`config.mk`:
```
export PLATFORM = sky130hd
export DESIGN_NAME = sub_sink_bfs
export DESIGN_NICKNAME = d
export VERILOG_FILES = /design/src/rtl/sub_pkg.sv /design/src/rtl/bfs_queue.sv /design/src/rtl/sub_sink_bfs.sv
export SDC_FILE = /design/constraint.sdc
export NUM_CORES = 1
export LEC_CHECK = 0
export CAP_MARGIN = 40
export CORE_MARGIN = 1.5
export CORE_UTILIZATION = 60
export DETAILED_ROUTE_END_ITERATION = 16
export GPL_ROUTABILITY_DRIVEN = 0
export PLACE_DENSITY = 0.88
export SLEW_MARGIN = 20
export SYNTH_ARGS = -nofsm -noshare
export SYNTH_HDL_FRONTEND = slang
export SYNTH_SLANG_ARGS = --single-unit
export TNS_END_PERCENT = 50
```
`constraint.sdc`:
```
create_clock -name clk -period 7.8 [get_ports clk]
set_input_delay 2.34 -clock clk [delete_from_list [all_inputs] [get_ports clk]]
set_output_delay 2.34 -clock clk [all_outputs]
set_load 0.1 [all_outputs]
```
`src/rtl/sub_pkg.sv`:
```
// rtl/sub_pkg.sv - shared constants and state type for the sink-check BFS responder
package sub_pkg;

   localparam int GRID_BITS_DEFAULT = 3;

   // Board cell codes
   localparam logic [1:0] CELL_WATER = 2'b00;
   localparam logic [1:0] CELL_SHIP  = 2'b01;
   localparam logic [1:0] CELL_HIT   = 2'b10;
   localparam logic [1:0] CELL_MISS  = 2'b11;

   // Neighbour visit order around the current cell
   localparam logic [1:0] DIR_XM = 2'd0;
   localparam logic [1:0] DIR_XP = 2'd1;
   localparam logic [1:0] DIR_YM = 2'd2;
   localparam logic [1:0] DIR_YP = 2'd3;

   typedef enum logic [2:0] {
      IDLE,
      POP,
      NEIGH,
      WAIT,
      DONE
   } state_t;

endpackage

```
`src/rtl/bfs_queue.sv`:
```
// rtl/bfs_queue.sv - first-word-fall-through FIFO of cell indices with synchronous clear
module bfs_queue #(
   parameter int WIDTH = 6,
   parameter int DEPTH = 64
) (
   input  logic             clk,
   input  logic             rstn,
   input  logic             i_clr,
   input  logic             i_push,
   input  logic [WIDTH-1:0] i_data,
   input  logic             i_pop,
   output logic [WIDTH-1:0] o_data,
   output logic             o_empty
);

   localparam int AW = $clog2(DEPTH);

   logic [WIDTH-1:0] r_mem [DEPTH];
   logic [AW-1:0]    r_wptr;
   logic [AW-1:0]    r_rptr;
   logic [AW:0]      r_count;

   logic             w_full;
   logic             w_do_push;
   logic             w_do_pop;
   logic [AW-1:0]    w_wr_addr;

   // A clear restarts the queue at slot 0, so a push in the same cycle lands there
   assign w_full    = (r_count == (AW+1)'(DEPTH));
   assign w_do_push = i_push && (i_clr || !w_full);
   assign w_do_pop  = i_pop && !o_empty && !i_clr;
   assign w_wr_addr = i_clr ? '0 : r_wptr;
   assign o_data    = r_mem[r_rptr];
   assign o_empty   = (r_count == '0);

   // Pointer and occupancy tracking
   always_ff @(posedge clk or negedge rstn) begin
      if (!rstn) begin
         r_wptr  <= '0;
         r_rptr  <= '0;
         r_count <= '0;
      end else if (i_clr) begin
         r_rptr  <= '0;
         r_wptr  <= w_do_push ? AW'(1) : '0;
         r_count <= w_do_push ? (AW+1)'(1) : '0;
      end else begin
         if (w_do_push) begin
            r_wptr <= r_wptr + AW'(1);
         end
         if (w_do_pop) begin
            r_rptr <= r_rptr + AW'(1);
         end
         r_count <= r_count + (AW+1)'(w_do_push) - (AW+1)'(w_do_pop);
      end
   end

   // Storage array; contents need no reset since occupancy gates every read
   always_ff @(posedge clk) begin
      if (w_do_push) begin
         r_mem[w_wr_addr] <= i_data;
      end
   end

endmodule

```
`src/rtl/sub_sink_bfs.sv`:
```
// rtl/sub_sink_bfs.sv - flood-fill responder deciding whether the struck ship is sunk
module sub_sink_bfs
   import sub_pkg::*;
#(
   parameter int GRID_BITS = GRID_BITS_DEFAULT,
   parameter int QDEPTH    = 2 ** (2 * GRID_BITS)
) (
   input  logic                 clk,
   input  logic                 rstn,
   input  logic                 bfs_start,
   input  logic [GRID_BITS-1:0] start_x,
   input  logic [GRID_BITS-1:0] start_y,
   output logic [GRID_BITS-1:0] bfs_x,
   output logic [GRID_BITS-1:0] bfs_y,
   output logic                 bfs_rd,
   input  logic [1:0]           bfs_data,
   input  logic                 bfs_data_valid,
   output logic                 busy,
   output logic                 bfs_done,
   output logic                 bfs_sink
);

   localparam int IW    = 2 * GRID_BITS;
   localparam int CELLS = 1 << IW;
   localparam logic [GRID_BITS-1:0] MAXC = '1;

   state_t               r_state;
   logic [IW-1:0]        r_cur;
   logic [1:0]           r_dir;
   logic [CELLS-1:0]     r_visited;
   logic                 r_busy;
   logic                 r_done;
   logic                 r_sink;
   logic                 r_rd;
   logic [GRID_BITS-1:0] r_x;
   logic [GRID_BITS-1:0] r_y;

   logic [GRID_BITS-1:0] w_cx;
   logic [GRID_BITS-1:0] w_cy;
   logic [GRID_BITS-1:0] w_nx;
   logic [GRID_BITS-1:0] w_ny;
   logic                 w_on_board;
   logic [IW-1:0]        w_nidx;
   logic                 w_seen;
   logic                 w_last_dir;

   logic                 w_q_clr;
   logic                 w_q_push;
   logic                 w_q_pop;
   logic [IW-1:0]        w_q_din;
   logic [IW-1:0]        w_q_dout;
   logic                 w_q_empty;

   assign w_cx       = r_cur[GRID_BITS-1:0];
   assign w_cy       = r_cur[IW-1:GRID_BITS];
   assign w_nidx     = {w_ny, w_nx};
   assign w_seen     = r_visited[w_nidx];
   assign w_last_dir = (r_dir == DIR_YP);

   // Neighbour coordinate for the current direction; edges do not wrap
   always_comb begin
      w_nx       = w_cx;
      w_ny       = w_cy;
      w_on_board = 1'b0;
      case (r_dir)
         DIR_XM: begin
            w_on_board = (w_cx != '0);
            w_nx       = w_cx - GRID_BITS'(1);
         end
         DIR_XP: begin
            w_on_board = (w_cx != MAXC);
            w_nx       = w_cx + GRID_BITS'(1);
         end
         DIR_YM: begin
            w_on_board = (w_cy != '0);
            w_ny       = w_cy - GRID_BITS'(1);
         end
         default: begin
            w_on_board = (w_cy != MAXC);
            w_ny       = w_cy + GRID_BITS'(1);
         end
      endcase
   end

   // Queue control: a start flushes stale entries and seeds the struck cell;
   // a hit neighbour is enqueued straight from the held read address
   always_comb begin
      w_q_clr  = (r_state == IDLE) && bfs_start;
      w_q_push = w_q_clr ||
                 ((r_state == WAIT) && bfs_data_valid && (bfs_data == CELL_HIT));
      w_q_din  = w_q_clr ? {start_y, start_x} : {r_y, r_x};
      w_q_pop  = (r_state == POP) && !w_q_empty;
   end

   bfs_queue #(
      .WIDTH (IW),
      .DEPTH (QDEPTH)
   ) u_queue (
      .clk     (clk),
      .rstn    (rstn),
      .i_clr   (w_q_clr),
      .i_push  (w_q_push),
      .i_data  (w_q_din),
      .i_pop   (w_q_pop),
      .o_data  (w_q_dout),
      .o_empty (w_q_empty)
   );

   // Traversal state machine with registered handshake and read outputs
   always_ff @(posedge clk or negedge rstn) begin
      if (!rstn) begin
         r_state   <= IDLE;
         r_cur     <= '0;
         r_dir     <= DIR_XM;
         r_visited <= '0;
         r_busy    <= 1'b0;
         r_done    <= 1'b0;
         r_sink    <= 1'b0;
         r_rd      <= 1'b0;
         r_x       <= '0;
         r_y       <= '0;
      end else begin
         r_rd   <= 1'b0;
         r_done <= 1'b0;
         case (r_state)
            IDLE: begin
               if (bfs_start) begin
                  r_visited                     <= '0;
                  r_visited[{start_y, start_x}] <= 1'b1;
                  r_sink                        <= 1'b0;
                  r_busy                        <= 1'b1;
                  r_state                       <= POP;
               end
            end
            POP: begin
               if (w_q_empty) begin
                  r_sink  <= 1'b1;
                  r_done  <= 1'b1;
                  r_busy  <= 1'b0;
                  r_state <= DONE;
               end else begin
                  r_cur   <= w_q_dout;
                  r_dir   <= DIR_XM;
                  r_state <= NEIGH;
               end
            end
            NEIGH: begin
               if (!w_on_board || w_seen) begin
                  if (w_last_dir) begin
                     r_state <= POP;
                  end else begin
                     r_dir <= r_dir + 2'd1;
                  end
               end else begin
                  r_x               <= w_nx;
                  r_y               <= w_ny;
                  r_rd              <= 1'b1;
                  r_visited[w_nidx] <= 1'b1;
                  r_state           <= WAIT;
               end
            end
            WAIT: begin
               if (bfs_data_valid) begin
                  if (bfs_data == CELL_SHIP) begin
                     r_sink  <= 1'b0;
                     r_done  <= 1'b1;
                     r_busy  <= 1'b0;
                     r_state <= DONE;
                  end else if (w_last_dir) begin
                     r_state <= POP;
                  end else begin
                     r_dir   <= r_dir + 2'd1;
                     r_state <= NEIGH;
                  end
               end
            end
            DONE: begin
               r_state <= IDLE;
            end
            default: begin
               r_state <= IDLE;
            end
         endcase
      end
   end

   assign bfs_x    = r_x;
   assign bfs_y    = r_y;
   assign bfs_rd   = r_rd;
   assign busy     = r_busy;
   assign bfs_done = r_done;
   assign bfs_sink = r_sink;

endmodule

```
## Word level (Yosys, flattened, before mapping)

Memory sizes are Yosys's and may differ from the RTL's. A register that Yosys moved wholly into a read port is not among the register bits.
Cells that the tools add are included.

- Register bits after elaboration: 98
- Bits in writable memories: 384
- Input bits: 12
- Output and inout port bits: 10
- Word-level logic and storage cells: 134
- Memories: 1

Memory list:

| name | words | bits a word | rd ports | clocked after Yosys merged registers in | write ports | RTL line | RTL |
|---|---|---|---|---|---|---|---|
| u_queue.r_mem | 64 | 6 | 1 | 1 | 1 | bfs_queue.sv:18 | `logic [WIDTH-1:0] r_mem [DEPTH];` |

- Add/subtract/negate cells: 9
- Order comparisons: 4
- Equality and inequality tests: 20
- Multiplexer cells: 51
- Bitwise operators: 3
- Reductions and logical operators: 34

Operator list:

| operator | count |
|---|---|
| $mux 64 | 2 |
| $pmux 64 s2 | 1 |
| $or 64x64->64 | 1 |
| $mux 6 | 6 |
| $mux 1 | 18 |
| $mux 3 | 6 |
| $lt 6x7->1 const B | 2 |
| $add 6x1->6 const B | 2 |
| $demux 1 s6 | 2 |
| $ge 6x1->1 const B | 2 |
| $mux 2 | 6 |
| $ne 2x2->1 const B | 6 |
| $pmux 3 s2 | 2 |
| $pmux 3 s4 | 1 |
| $reduce_bool 3->1 | 4 |
| $reduce_and 5->1 | 2 |
| $logic_and 1x1->1 | 9 |
| $ne 3x3->1 const B | 3 |
| $pmux 1 s3 | 3 |
| $add 7x1->7 | 1 |
| $eq 7x7->1 const B | 1 |
| $logic_not 7->1 | 1 |
| $mux 7 | 1 |
| $sub 7x1->7 | 1 |
| other kinds (20) | 38 |

## Longest topological paths before layout

- Depth in word-level cells: 10
- Gate-level depth with buffers: 17
- Mapped depth without buffers: 15

## Modules after synthesis

Synthesis repeated with hierarchy kept, for this count alone.

- Cell total of the unflattened synthesis: 1594
- Area total of the unflattened synthesis: 22335.2 sq um

By module, submodules not included:

| module | times used | cells an instance | area an instance (sq um) | sequential area each (sq um) |
|---|---|---|---|---|
| bfs_queue | 1 | 842 | 16134.2 | 12006.5 |
| sub_sink_bfs | 1 | 752 | 6200.9 | 2127.0 |

## Worst setup path before layout

No wires, ideal clock.

- Kind: input to register
- From: input port bfs_start
- To: register u_queue.r_count[6]
- Setup time: 0.078 ns
- Arrival time: 4.590 ns
- Data required time: 7.722 ns
- Path slack: 3.132 ns
- Stages on the path: 13
- Buffers on the path: 2
- Cells stage by stage: nand2_1 > nor3_1 > clkbuf_1 > clkbuf_1 > or2_2 > ha_1 > fa_1 > a21oi_1 > o21bai_1 > a21oi_1 > nor2_1 > or3_1 > a21oi_1

- Cells in the longest elaborated chain, start to end: 6
- Elaborated cells on any way between the ends: 9
- Classes of those cells: add/sub: 2; mux: 1; reduce/logical: 6

Ends and longest elaborated chain:

| what | RTL line | RTL |
|---|---|---|
| start: declaration | sub_sink_bfs.sv:10 | `input logic bfs_start,` |
| $logic_and 1x1->1 (*) | sub_sink_bfs.sv:88 | `w_q_clr = (r_state == IDLE) && bfs_start;` |
| $logic_or 1x1->1, on equally long branches | sub_sink_bfs.sv:89, bfs_queue.sv:30 |  |
| $logic_and 1x1->1 | bfs_queue.sv:30 | `assign w_do_push = i_push && (i_clr \|\| !w_full);` |
| $add 7x1->7 | bfs_queue.sv:53 | `r_count <= r_count + (AW+1)'(w_do_push) - (AW+1)'(w_do_pop);` |
| $sub 7x1->7 | bfs_queue.sv:53 |  |
| $mux 7 (*) | bfs_queue.sv:42 | `end else if (i_clr) begin` |
| end signal: assignment | bfs_queue.sv:45 | `r_count <= w_do_push ? (AW+1)'(1) : '0;` |
| end signal: assignment | bfs_queue.sv:53 |  |
| end: declaration | bfs_queue.sv:21 | `logic [AW:0] r_count;` |

Mark *: on every way between the ends. The rest lies on a longest branch, timed or not.
A chain may end at the register's enable or synchronous reset.

## Final worst setup path

- From: input port bfs_data_valid
- To: memory u_queue.r_mem[15][3] (enable)

- Cells in the longest elaborated chain, start to end: 6

Ends and longest elaborated chain:

| what | RTL line | RTL |
|---|---|---|
| start: declaration | sub_sink_bfs.sv:17 | `input logic bfs_data_valid,` |
| $logic_and 1x1->1 (2 in a row) | sub_sink_bfs.sv:90 | `((r_state == WAIT) && bfs_data_valid && (bfs_data == CELL_HIT));` |
| $logic_or 1x1->1 | sub_sink_bfs.sv:89 | `w_q_push = w_q_clr \|\|` |
| $logic_and 1x1->1 | bfs_queue.sv:30 |  |
| $mux 1 | bfs_queue.sv:59 | `if (w_do_push) begin` |
| $mux 1 (not written as such) | bfs_queue.sv:60 | `r_mem[w_wr_addr] <= i_data;` |
| end: declaration | bfs_queue.sv:18 |  |

No other way between the ends.

==> summary.md <==
| Metric | Value |
|---|---|
| Setup Fix Bufs, Post-CTS | `0` |
| WL/cell | `around 29 µm` |
| Reg-to-reg slack, setup | `~2.7 ns` |
| Slew @ Worst Pin | `between 0.8 and 0.9 ns` |
| Hold_buf cts | `0` |
| Detailed-route DRC error count | `0` |
| WP data arrival | `5.41 ns` |
| Worst setup margin | `approximately 2.6 ns` |
| Layout Utilization | `between 60% and 70%` |
| Post-Route Setup TNS | `0 ns` |
| Total GRT Usage | `a little under a third` |
| Syn nets | `approximately 1.4k` |
| Worst-path clk slew | `0.06 ns` |
| Initial antenna violation count | `0` |
| Worst hold path class | `reg2reg` |
| GR Overflow Total | `0` |
| Synth Cell Area | `21580 µm²` |
| Final worst path period need | `5.173 ns` |
| Port Buf Inserts | `21` |
| Drt first pass iters | `6` |
| Multi-input gate area | `approximately 6900 µm²` |
| Vias per cell | `between 7 and 8` |
| Global-route wire length before repair | `82.90 mm` |
| Starting Density | `a little over 60%` |
| Top Ports | `22` |
| Cell chain of the critical path | `clkdlybuf4s50_1, and2_1, nand4b_1, a21oi_1, and2_1, nand3_1, nor2_1` |
| Detailed Route Iter0 Violations | `between 2k and 2.5k` |
| FMAX | `roughly 190 MHz` |
| Post-Route WL | `55.44 mm` |
| Total power | `around 10 mW` |
| List of most frequent post-synthesis cells | `384 x edfxtp_1, 136 x mux4_2, 104 x dfrtp_1` |
| Dominant cell type by area after synthesis | `edfxtp_1` |
| Pre-CTS setup slack | `2.184 ns` |
| Row count | `just under 70` |
| Top cells by area, synth | `edfxtp_1 53%, mux4_2 14%, dfrtp_1 12%` |
| RSZ-0062 raised after global routing | `no` |
| Clock Sinks | `488` |
| Synth Area in Adders | `approximately 1.1%` |
| CORE AREA | `between 30000 and 40000 µm²` |
| Post-synthesis compound-gate area fraction | `between 5 and 6%` |
| Vias | `roughly 13k` |
| Status | `completed` |
| Final setup viols | `0` |
| Period utilization | `66.32%` |
| Number of fill cells | `2103` |
| Yosys warnings | `0` |
| Post-DP HPWL | `about 33 mm` |
| Worst path required time | `8.04 ns` |
| Cells after synthesis | `1378` |
| Die span in x | `a little under 200 µm` |
| Post-synth EDFFs | `~380` |
| Root Buffer Master | `clkbuf_16` |
| CTS tree | `done` |
| Top cell type's share of synthesized area | `approximately 53%` |
| Maxcap violations | `0` |
| Crit path largest cell delay | `0.73 ns` |
| Slowest CP cell | `nor2_1` |
| Async S/R FF share, synth | `between 20% and 30%` |
| CTS H-tree depth | `2` |
| Synth Area in XOR/XNOR | `0.7249%` |
| Fin nets | `roughly 1.4k` |
| WHS Path Cells | `2` |
| Vias in the first global route | `around 13k` |
| Number of synthesized register bits | `just under 500` |
| Worst hold slack | `around 0.50 ns` |
| Reg2reg path depth | `12` |
| Post-synthesis cell type count | `just under 70` |
| Post-route ant nets | `0` |
| CP Launch Type | `input pin` |
| Crit Path Class | `in2reg` |
| Most used DFF post-synth | `edfxtp_1` |
| Die height | `~190 µm` |
| Final instance area | `approximately 24000 µm²` |
| Total CTS buffers | `49` |
| Clock Latency Late Sink | `around 0.61 ns` |
| Worst vdd ir | `between 0.4 and 0.5 mV` |
| Pwr dens | `410.0 nW/µm²` |
| Reg-to-Reg Start | `r_dir[1]` |
| Pin count of the biggest net entering global routing | `between 60 and 70` |
| Post-DP Area | `between 20000 and 25000 µm²` |
| Mapped Avg Cell Area | `around 16 µm²` |
| Pins Over Slew Limit | `0` |
| Post-CTS sizing | `0` |
| Reg area | `~14000 µm²` |
| Final hold violations | `0` |
| Leakage | `7.885 nW` |
| Fin Clk Skew | `0.02693 ns` |
| Share of layout cells above drive strength 1 | `18.78%` |
| Sequential area share after synthesis | `65.51%` |
| Mux cell area share after synthesis | `about 18%` |
| Number of diodes | `0` |
| CP startpoint | `bfs_data_valid` |
| Clk buf depth | `3` |
| Main combinational cell family by area after synthesis | `multiplexers` |
| Critical R2R Capture | `bfs_y[0]` |
| Final Non-Filler Cells | `between 1.5k and 2k` |
| Critical path fanouts, max | `11` |
| Post-Synth Simple-Gate Area | `under 10%` |
| Count leader, synth | `edfxtp_1` |
| Crit end category | `register` |
| Placed Cells incl. Taps | `1818` |
| Die area | `between 30000 and 40000 µm²` |
| Slew HR | `between 30% and 40%` |
| Critical Path Sink | `u_queue.r_mem[15][3]` |
| Area growth, synth to finish | `11.49%` |
| Cell mode on critical path | `and2_1` |
-- per-layer routing --
metal,vias up,part of all wire (%),wire [µm],global-route usage (%)
li1,5442,-,-,-
met1,6702,35,19610,40.84
met2,1087,48,26480,48.68
met3,255,11,6242,7.747
met4,0,5.6,3102,15.15
met5,-,0,0,0
-- layout make-up --
class	count	share of cell area, %
multi-input cells	740	28.58
well taps	461	2.398
flip-flops and latches	488	58.79
inverters	75	1.191
clock inverters	34	1.212
clock buffers	56	5.206
repair buffers	55	2.621
-- cells in the final DEF (no fill, tap or decap), drive strengths merged, types with 24 or more instances in the layout --
master,synthesis,layout
buf,25,35
clkbuf,50,56
clkinv,0,24
dfrtp,104,104
edfxtp,384,384
inv,75,79
mux2i,66,66
mux4,136,136
nand2,83,83
nand3,40,40
nor2,98,98
o21ai,75,75
o22ai,64,64
-- registers in the layout, indices dropped and copies added (netlist names), 2 cells and up --
signal	count
u_queue.r_mem	384
u_queue.r_wptr	6
r_cur	6
bfs_x	3
r_visited	64
bfs_y	3
r_dir	2
u_queue.r_count	7
u_queue.r_rptr	6
r_state	3
-- worst min path at each step --
stage,startpoint,to,slack [ns]
2_1_floorplan,r_visited[9],r_visited[9],0.44
4_1_cts,r_visited[33],r_visited[33],0.50
6_report,r_visited[32],r_visited[32],0.50
5_1_grt,r_visited[32],r_visited[32],0.52
3_5_place_dp,r_visited[9],r_visited[9],0.48
3_3_place_gp,r_visited[15],r_visited[15],0.47
-- power by group --
part / total [mW] / switching, mW / internal, mW
clock: 2.27 / 1.04 / 1.24
combinational: 3.84 / 2.41 / 1.43
sequential: 3.75 / 0.305 / 3.44
-- worst max-delay path, delay by kind of cell --
kind            cells  cell delay, ns
simple gates        5            2.03
compound gates      1            0.52
buf+inv             1            0.50
-- cell families after synthesis --
family | Yosys count
AOI/OAI and AO/OA | 196
xor gates and xnor gates | 17
adders and majority gates | 18
buffers and inverters | 150
DFF | 488
muxes | 212
and+or+nand+nor | 297
(Power assumes the default switching activity.)
